==> src/rtl/exc_pkg.sv <==
// exc_pkg: shared encodings for the exception entry/return sequencer.
//   Mode codes (5-bit, M[4]=1), source encodings, vector/LR offsets,
//   sequencer state enum and small decode helpers.
package exc_pkg;

  localparam logic [4:0] MODE_USR = 5'h10;
  localparam logic [4:0] MODE_FIQ = 5'h11;
  localparam logic [4:0] MODE_IRQ = 5'h12;
  localparam logic [4:0] MODE_SVC = 5'h13;
  localparam logic [4:0] MODE_ABT = 5'h17;
  localparam logic [4:0] MODE_UND = 5'h1B;
  localparam logic [4:0] MODE_SYS = 5'h1F;

  typedef enum logic [2:0] {
    SRC_DABT = 3'd0,
    SRC_FIQ  = 3'd1,
    SRC_IRQ  = 3'd2,
    SRC_PABT = 3'd3,
    SRC_UND  = 3'd4,
    SRC_SWI  = 3'd5,
    SRC_ERET = 3'd7
  } src_t;

  localparam logic [31:0] VOFS_UND  = 32'h04;
  localparam logic [31:0] VOFS_SWI  = 32'h08;
  localparam logic [31:0] VOFS_PABT = 32'h0C;
  localparam logic [31:0] VOFS_DABT = 32'h10;
  localparam logic [31:0] VOFS_IRQ  = 32'h18;
  localparam logic [31:0] VOFS_FIQ  = 32'h1C;

  localparam logic [31:0] LR_OFS_DABT = 32'd8;
  localparam logic [31:0] LR_OFS_STD  = 32'd4;

  localparam logic [31:0] HIVEC_BASE = 32'hFFFF_0000;

  typedef enum logic [3:0] {
    ST_IDLE,
    ST_SAVE,
    ST_SWITCH,
    ST_LOAD,
    ST_LINK,
    ST_RSAVE,
    ST_RSWITCH,
    ST_RLOAD,
    ST_RPC
  } state_t;

  function automatic logic [4:0] target_mode(input src_t src);
    case (src)
      SRC_DABT, SRC_PABT: target_mode = MODE_ABT;
      SRC_FIQ:            target_mode = MODE_FIQ;
      SRC_IRQ:            target_mode = MODE_IRQ;
      SRC_UND:            target_mode = MODE_UND;
      SRC_SWI:            target_mode = MODE_SVC;
      default:            target_mode = MODE_SVC;
    endcase
  endfunction

  function automatic logic [31:0] vec_ofs(input src_t src);
    case (src)
      SRC_DABT: vec_ofs = VOFS_DABT;
      SRC_FIQ:  vec_ofs = VOFS_FIQ;
      SRC_IRQ:  vec_ofs = VOFS_IRQ;
      SRC_PABT: vec_ofs = VOFS_PABT;
      SRC_UND:  vec_ofs = VOFS_UND;
      SRC_SWI:  vec_ofs = VOFS_SWI;
      default:  vec_ofs = VOFS_SWI;
    endcase
  endfunction

  function automatic logic [31:0] lr_ofs(input src_t src);
    lr_ofs = (src == SRC_DABT) ? LR_OFS_DABT : LR_OFS_STD;
  endfunction

endpackage

==> src/rtl/exc_prio.sv <==
// exc_prio: masks irq/fiq with the CPSR I/F bits and picks the highest
//   priority pending exception (dabt > fiq > irq > pabt > und > swi).
// Ports:
//   dabt, fiq, irq, pabt, und, swi  in   level requests
//   irq_mask, fiq_mask              in   CPSR bit 7 / bit 6
//   valid                           out  some unmasked request pending
//   src                             out  winning source (SRC_DABT when !valid)
module exc_prio
  import exc_pkg::*;
(
  input  logic dabt,
  input  logic fiq,
  input  logic irq,
  input  logic pabt,
  input  logic und,
  input  logic swi,
  input  logic irq_mask,
  input  logic fiq_mask,
  output logic valid,
  output src_t src
);

  always_comb begin
    valid = 1'b1;
    src   = SRC_DABT;
    if (dabt)                  src = SRC_DABT;
    else if (fiq && !fiq_mask) src = SRC_FIQ;
    else if (irq && !irq_mask) src = SRC_IRQ;
    else if (pabt)             src = SRC_PABT;
    else if (und)              src = SRC_UND;
    else if (swi)              src = SRC_SWI;
    else                       valid = 1'b0;
  end

endmodule

==> src/rtl/exc_seq.sv <==
// exc_seq: exception entry/return sequencer for the banked-SP/mode logic.
//   Arbitrates requests, drives the SP_out / mode switch / SP_in handshake
//   with the stack bank, writes CPSR/SPSR/LR and loads PC.
// Build option: EXC_HIVEC_EN adds the hivec input selecting the high
//   vector base 32'hFFFF_0000.
// Ports:
//   clk, rst                          clock, async active-high reset
//   hivec                             high-vector select (EXC_HIVEC_EN only)
//   dabt, fiq, irq, pabt, und, swi    exception requests (held until ack)
//   eret                              exception-return request
//   cpsr_in, spsr_in, lr_in, pc_in    current architectural state
//   ack, ack_type                     accept pulse and accepted source
//   busy                              sequence in progress
//   SP_out, SP_in, M                  stack-bank handshake and mode
//   cpsr_we/cpsr_o, spsr_we/spsr_o,
//   lr_we/lr_o, pc_we/pc_o            register write strobes and data
//
// state      | meaning
// ST_IDLE    | arbitrate; M follows cpsr_in
// ST_SAVE    | SP_out pulse in old mode
// ST_SWITCH  | write CPSR/SPSR, M = new mode
// ST_LOAD    | SP_in pulse in new mode
// ST_LINK    | write LR and vector PC
// ST_RSAVE   | return: SP_out pulse in current mode
// ST_RSWITCH | return: CPSR <= saved SPSR
// ST_RLOAD   | return: SP_in pulse in restored mode
// ST_RPC     | return: PC <= saved LR
module exc_seq
  import exc_pkg::*;
#(
  parameter logic [31:0] VEC_BASE = 32'h0000_0000
) (
  input  logic        clk,
  input  logic        rst,
`ifdef EXC_HIVEC_EN
  input  logic        hivec,
`endif
  input  logic        dabt,
  input  logic        fiq,
  input  logic        irq,
  input  logic        pabt,
  input  logic        und,
  input  logic        swi,
  input  logic        eret,
  input  logic [31:0] cpsr_in,
  input  logic [31:0] spsr_in,
  input  logic [31:0] lr_in,
  input  logic [31:0] pc_in,
  output logic        ack,
  output logic [2:0]  ack_type,
  output logic        busy,
  output logic        SP_out,
  output logic        SP_in,
  output logic [4:0]  M,
  output logic        cpsr_we,
  output logic [31:0] cpsr_o,
  output logic        spsr_we,
  output logic [31:0] spsr_o,
  output logic        lr_we,
  output logic [31:0] lr_o,
  output logic        pc_we,
  output logic [31:0] pc_o
);

  state_t      state;
  src_t        src_l;
  logic [31:0] cpsr_l, pc_l, lr_l, spsr_l;

  logic        exc_valid;
  src_t        exc_src;
  logic        eret_ok;
  logic [31:0] vec_base;
  logic [4:0]  new_mode;
  logic [31:0] entry_cpsr;

  exc_prio u_prio (
    .dabt     (dabt),
    .fiq      (fiq),
    .irq      (irq),
    .pabt     (pabt),
    .und      (und),
    .swi      (swi),
    .irq_mask (cpsr_in[7]),
    .fiq_mask (cpsr_in[6]),
    .valid    (exc_valid),
    .src      (exc_src)
  );

  // usr and sys share the user register bank, so there is no SPSR to return from
  assign eret_ok = eret && (cpsr_in[3:0] != 4'h0) && (cpsr_in[3:0] != 4'hF);

`ifdef EXC_HIVEC_EN
  assign vec_base = hivec ? HIVEC_BASE : VEC_BASE;
`else
  assign vec_base = VEC_BASE;
`endif

  assign new_mode   = target_mode(src_l);
  // I always set, F set only on fiq entry, T cleared
  assign entry_cpsr = {cpsr_l[31:8], 1'b1, (src_l == SRC_FIQ) ? 1'b1 : cpsr_l[6],
                       1'b0, new_mode};

  always_ff @(posedge clk or posedge rst) begin
    if (rst) begin
      state    <= ST_IDLE;
      src_l    <= SRC_DABT;
      cpsr_l   <= '0;
      pc_l     <= '0;
      lr_l     <= '0;
      spsr_l   <= '0;
      ack      <= 1'b0;
      ack_type <= '0;
      busy     <= 1'b0;
      SP_out   <= 1'b0;
      SP_in    <= 1'b0;
      M        <= MODE_USR;
      cpsr_we  <= 1'b0;
      cpsr_o   <= '0;
      spsr_we  <= 1'b0;
      spsr_o   <= '0;
      lr_we    <= 1'b0;
      lr_o     <= '0;
      pc_we    <= 1'b0;
      pc_o     <= '0;
    end else begin
      ack     <= 1'b0;
      SP_out  <= 1'b0;
      SP_in   <= 1'b0;
      cpsr_we <= 1'b0;
      spsr_we <= 1'b0;
      lr_we   <= 1'b0;
      pc_we   <= 1'b0;
      unique case (state)
        ST_IDLE: begin
          M <= cpsr_in[4:0];
          if (exc_valid || eret_ok) begin
            src_l    <= exc_valid ? exc_src : SRC_ERET;
            ack_type <= exc_valid ? exc_src : SRC_ERET;
            cpsr_l   <= cpsr_in;
            pc_l     <= pc_in;
            lr_l     <= lr_in;
            spsr_l   <= spsr_in;
            ack      <= 1'b1;
            busy     <= 1'b1;
            SP_out   <= 1'b1;
            state    <= exc_valid ? ST_SAVE : ST_RSAVE;
          end
        end
        ST_SAVE: begin
          cpsr_we <= 1'b1;
          cpsr_o  <= entry_cpsr;
          spsr_we <= 1'b1;
          spsr_o  <= cpsr_l;
          M       <= new_mode;
          state   <= ST_SWITCH;
        end
        ST_SWITCH: begin
          SP_in <= 1'b1;
          state <= ST_LOAD;
        end
        ST_LOAD: begin
          lr_we <= 1'b1;
          lr_o  <= pc_l + lr_ofs(src_l);
          pc_we <= 1'b1;
          pc_o  <= vec_base + vec_ofs(src_l);
          state <= ST_LINK;
        end
        ST_LINK: begin
          busy  <= 1'b0;
          M     <= cpsr_in[4:0];
          state <= ST_IDLE;
        end
        ST_RSAVE: begin
          cpsr_we <= 1'b1;
          cpsr_o  <= spsr_l;
          M       <= spsr_l[4:0];
          state   <= ST_RSWITCH;
        end
        ST_RSWITCH: begin
          SP_in <= 1'b1;
          state <= ST_RLOAD;
        end
        ST_RLOAD: begin
          pc_we <= 1'b1;
          pc_o  <= lr_l;
          state <= ST_RPC;
        end
        ST_RPC: begin
          busy  <= 1'b0;
          M     <= cpsr_in[4:0];
          state <= ST_IDLE;
        end
        default: begin
          busy  <= 1'b0;
          state <= ST_IDLE;
        end
      endcase
    end
  end

endmodule

==> config.mk <==
export PLATFORM = sky130hd
export DESIGN_NAME = exc_seq
export DESIGN_NICKNAME = d
export VERILOG_FILES = /design/src/rtl/exc_pkg.sv /design/src/rtl/exc_prio.sv /design/src/rtl/exc_seq.sv
export SDC_FILE = /design/constraint.sdc
export NUM_CORES = 1
export LEC_CHECK = 0
export CORE_ASPECT_RATIO = 2
export CORE_MARGIN = 8
export CORE_UTILIZATION = 53
export CTS_CLUSTER_DIAMETER = 50
export DETAILED_ROUTE_END_ITERATION = 7
export GPL_ROUTABILITY_DRIVEN = 0
export PLACE_DENSITY = 0.94
export RECOVER_POWER = 100
export SLEW_MARGIN = 20
export SYNTH_ARGS = -nofsm -noshare
export SYNTH_HDL_FRONTEND = slang
export SYNTH_HIERARCHICAL = 1
export SYNTH_SLANG_ARGS = --single-unit
==> constraint.sdc <==
create_clock -name clk -period 15.1 [get_ports clk]
set_input_delay 1.51 -clock clk [delete_from_list [all_inputs] [get_ports clk]]
set_output_delay 1.51 -clock clk [all_outputs]
set_load 0.02 [all_outputs]
==> results.toml <==
[outcome]
outcome = "finished with violations"
violations = "capacitance limit, slew limit"

[routing]
antenna_left = 0
drc_errors = 0
drt_iter0_markers = 683
vias = 8599
drt-pass1-iter-count = 5
wl_per_cell_um = 21.3
drt-total-wl_um = 32600
viasPerCell = 5.62

[cts]
cts.repair.resized = 0
cts_tree = "done"
post_cts_buffers = 0
clockBufferDepth = 3
postCtsHoldBufs = 0
clkTransAtPathRegs_ps = 70
clock_sinks = 275
clockRootBuffer = "clkbuf_16"
clk_latency_ps = 520
h-tree-depth = 1
cts_buffers = 24

[placement]
port-buffer-count = 280
dp_slack_ps = 10290
post-place-cells = 1480
dp_hpwl_um = 22800

[synthesis]
synth-edff-count = 0
seq_area_frac_synth_pct = 60.7
syn_area_mm2 = 0.0113
synthArstFlopShare_pct = 100
yosysTopAreaCell = "dfrtp_1"
synth_seq_cells = 275
synth-main-ff-cell = "dfrtp_1"
synthesis.instances = 979
synth_top_area_share_pct = 60.5
syn_area_per_cell_um2 = 11.6
synth_nets = 1119
ys_warn_count = 6
synth.area.top_cells = "dfrtp_1 (60%), nand2_1 (8.0%), mux2_2 (7.4%)"
synth_cell_types = 51

[setup_path]
reg2reg_to = "pc_l[7]"
cp_num_cells = 3
end_kind = "async pin"
reg2regPathDepth = 7
r2r-start = "state[2]"
arrival_ps = 8090
start_kind = "input port"
slowest_stage = "clkinvlp_2"
regToRegSetupSlack_ps = 7700
required_ps = 14960
cp_max_fo = 137
crit_family = "buffers and inverters"
critPathBufInv = 3
critical_path.max_stage_delay_ps = 3280
crit_type = "input port to async pin"
startpoint = "rst"
worstPathCellList = "dlygate4sd3_1 > clkinvlp_2 > clkbuf_1"

[final_layout]
layout-drive-gt1-share_pct = 10.2
syn_to_final_growth_pct = 31.2
stdcell_count = 1530
nFillCells = 1453
nets = 1378

[hold_path]
whs_endpoint = "pc_o[22]"
hold_path_depth = 2
min_path_type = "flip-flop to flip-flop"
min_from = "pc_o[22]"

[job]
drv_cap = 9

[floorplan]
die_h_um = 223
dieArea_mm2 = 0.0266
initial_core_util_pct = 53.9
fp.dieW_um = 119
ioPinCount = 281
core_area_mm2 = 0.0210
num_rows = 75

[grt]
grt_pass1_vias = 9214
antenna_found_initial = 6
grt_max_degree = 138
grt_pass1_wl_um = 50400
grt_overflow = 0
grt_use_total_pct = 24.0

[timing]
setup_viol = 0
fmax_ghz = 0.121
skew_ps = 10.4
period_share_pct = 54.5
min_period_ps = 8230
hold_viol_final = 0
report.final.slew_viol_count = 561
slew_headroom_pct = -298
hold_slack_ps = 466
tightest_slew_ps = 5930
tns_ps = 0
grt_setup_unrepaired = "no"
setup_ws_ps = 6870

[pwr]
pwr_density_cell_mw_per_mm2 = 234
p_leak_nw = 6.75
ir_worst_vdd_mv = 0.134
## registers in the layout (all words and copies together), names as in the netlist, 3 cells and up
| signal | count |
|---|---|
| M | 5 |
| cpsr_l | 32 |
| cpsr_o | 32 |
| lr_l | 32 |
| lr_o | 32 |
| pc_l | 32 |
| pc_o | 32 |
| spsr_l | 32 |
| spsr_o | 32 |
| src_l | 3 |
| state | 4 |
## worst reg2reg max path: stages, from the launching register on
cell	delay (ps)
dfrtp_2	390
clkbuf_1	1370
nor2_1	730
nand2_1	130
nor2_1	1100
clkbuf_1	900
clkbuf_1	2130
mux2_2	520
## metrics by stage
step | cell area, um^2 | utilization [%] | power (mW)
6_report | 14900 | 70.7 | 3.48
5_1_grt | 14900 | 70.7 | 3.68
4_1_cts | 15100 | 71.7 | 3.66
3_5_place_dp | 14300 | 67.9 | 3.02
3_3_place_gp | 14300 | 67.9 | 2.94
2_1_floorplan | 11300 | - | 2.36
## kinds of logic (layout without fill, tap and decap cells)
kind of cell / Yosys count / after routing / synth area share (%)
AOI/OAI and AO/OA: 71 / 71 / 3.73
xor gates and xnor gates: 29 / 29 / 2.24
adders and majority gates: 3 / 3 / 0.397
buffers and inverters: 67 / 344 / 2.83
DFF: 275 / 275 / 60.7
muxes: 127 / 127 / 14.3
other: 0 / 5 / 0
and+or+nand+nor: 407 / 407 / 15.7
## cell usage after synthesis (2+ instances only)
cell type and count:
dfrtp_1 274, nand2_1 243, nand3_1 97, mux2_2 74, mux2_4 52, clkbuf_1 38, o21ai_0 38, nor2_1 21
xor2_1 21, a21oi_1 14, nand4_1 12, buf_2 10, inv_1 8, xnor2_1 8, buf_6 7, nor3_1 6
and3_1 4, nor2b_1 4, o22a_1 4, o22ai_1 4, nand2b_1 3, nor3b_1 3, and2_1 2, clkinv_1 2
ha_1 2, or2_2 2, or3_1 2
## placed cells by master, fill, tap and decap left out, types with 5 or more instances in the layout
cell type,instances
dfrtp_1,273
nand2_1,243
dlygate4sd3_1,145
clkdlybuf4s50_1,135
nand3_1,96
mux2_2,75
mux2_1,49
o21ai_0,38
clkbuf_16,25
nor2_1,22
xor2_1,21
a21oi_1,14
nand4_1,12
clkbuf_1,11
inv_1,8
xnor2_1,8
clkinv_2,7
nor3_1,6
clkbuf_8,6
diode_2,5
## layer usage
metal	up-vias	part of all wire, %	global-route usage, %
li1	3822	-	-
met1	4319	34	24.8
met2	354	53	42.3
met3	102	6.5	5.31
met4	2	6.3	16.2
met5	-	0.043	0
## area by class of cell
type / instances / area [um^2] / area share, %
Timing Repair Buffer: 290 / 2850 / 19.2
Multi-Input combinational cell: 637 / 3950 / 26.5
Inverter: 10 / 38.8 / 0.261
Clock buffer: 34 / 719 / 4.84
Antenna cell: 5 / 12.5 / 0.0842
Tap cell: 269 / 337 / 2.26
Sequential cell: 275 / 6880 / 46.3
Clock inverter: 10 / 81.3 / 0.547
## worst max path at each step
stage / endpoint / slack, ps
after global routing: pc_o[7] / 5440
final: pc_o[10] / 6870
after CTS: spsr_l[18] / 10840
after global placement: spsr_l[20] / 10380
after floorplan: M[0] / 6010
after detailed placement: spsr_l[18] / 10290
## report_power, final
| group | switching [mW] | leakage, nW | internal [mW] |
|---|---|---|---|
| clock | 0.272 | 0.401 | 0.350 |
| combinational | 0.842 | 3.03 | 0.656 |
| sequential | 0.244 | 3.32 | 1.11 |
No activity file was read; power rests on OpenSTA's default activity.
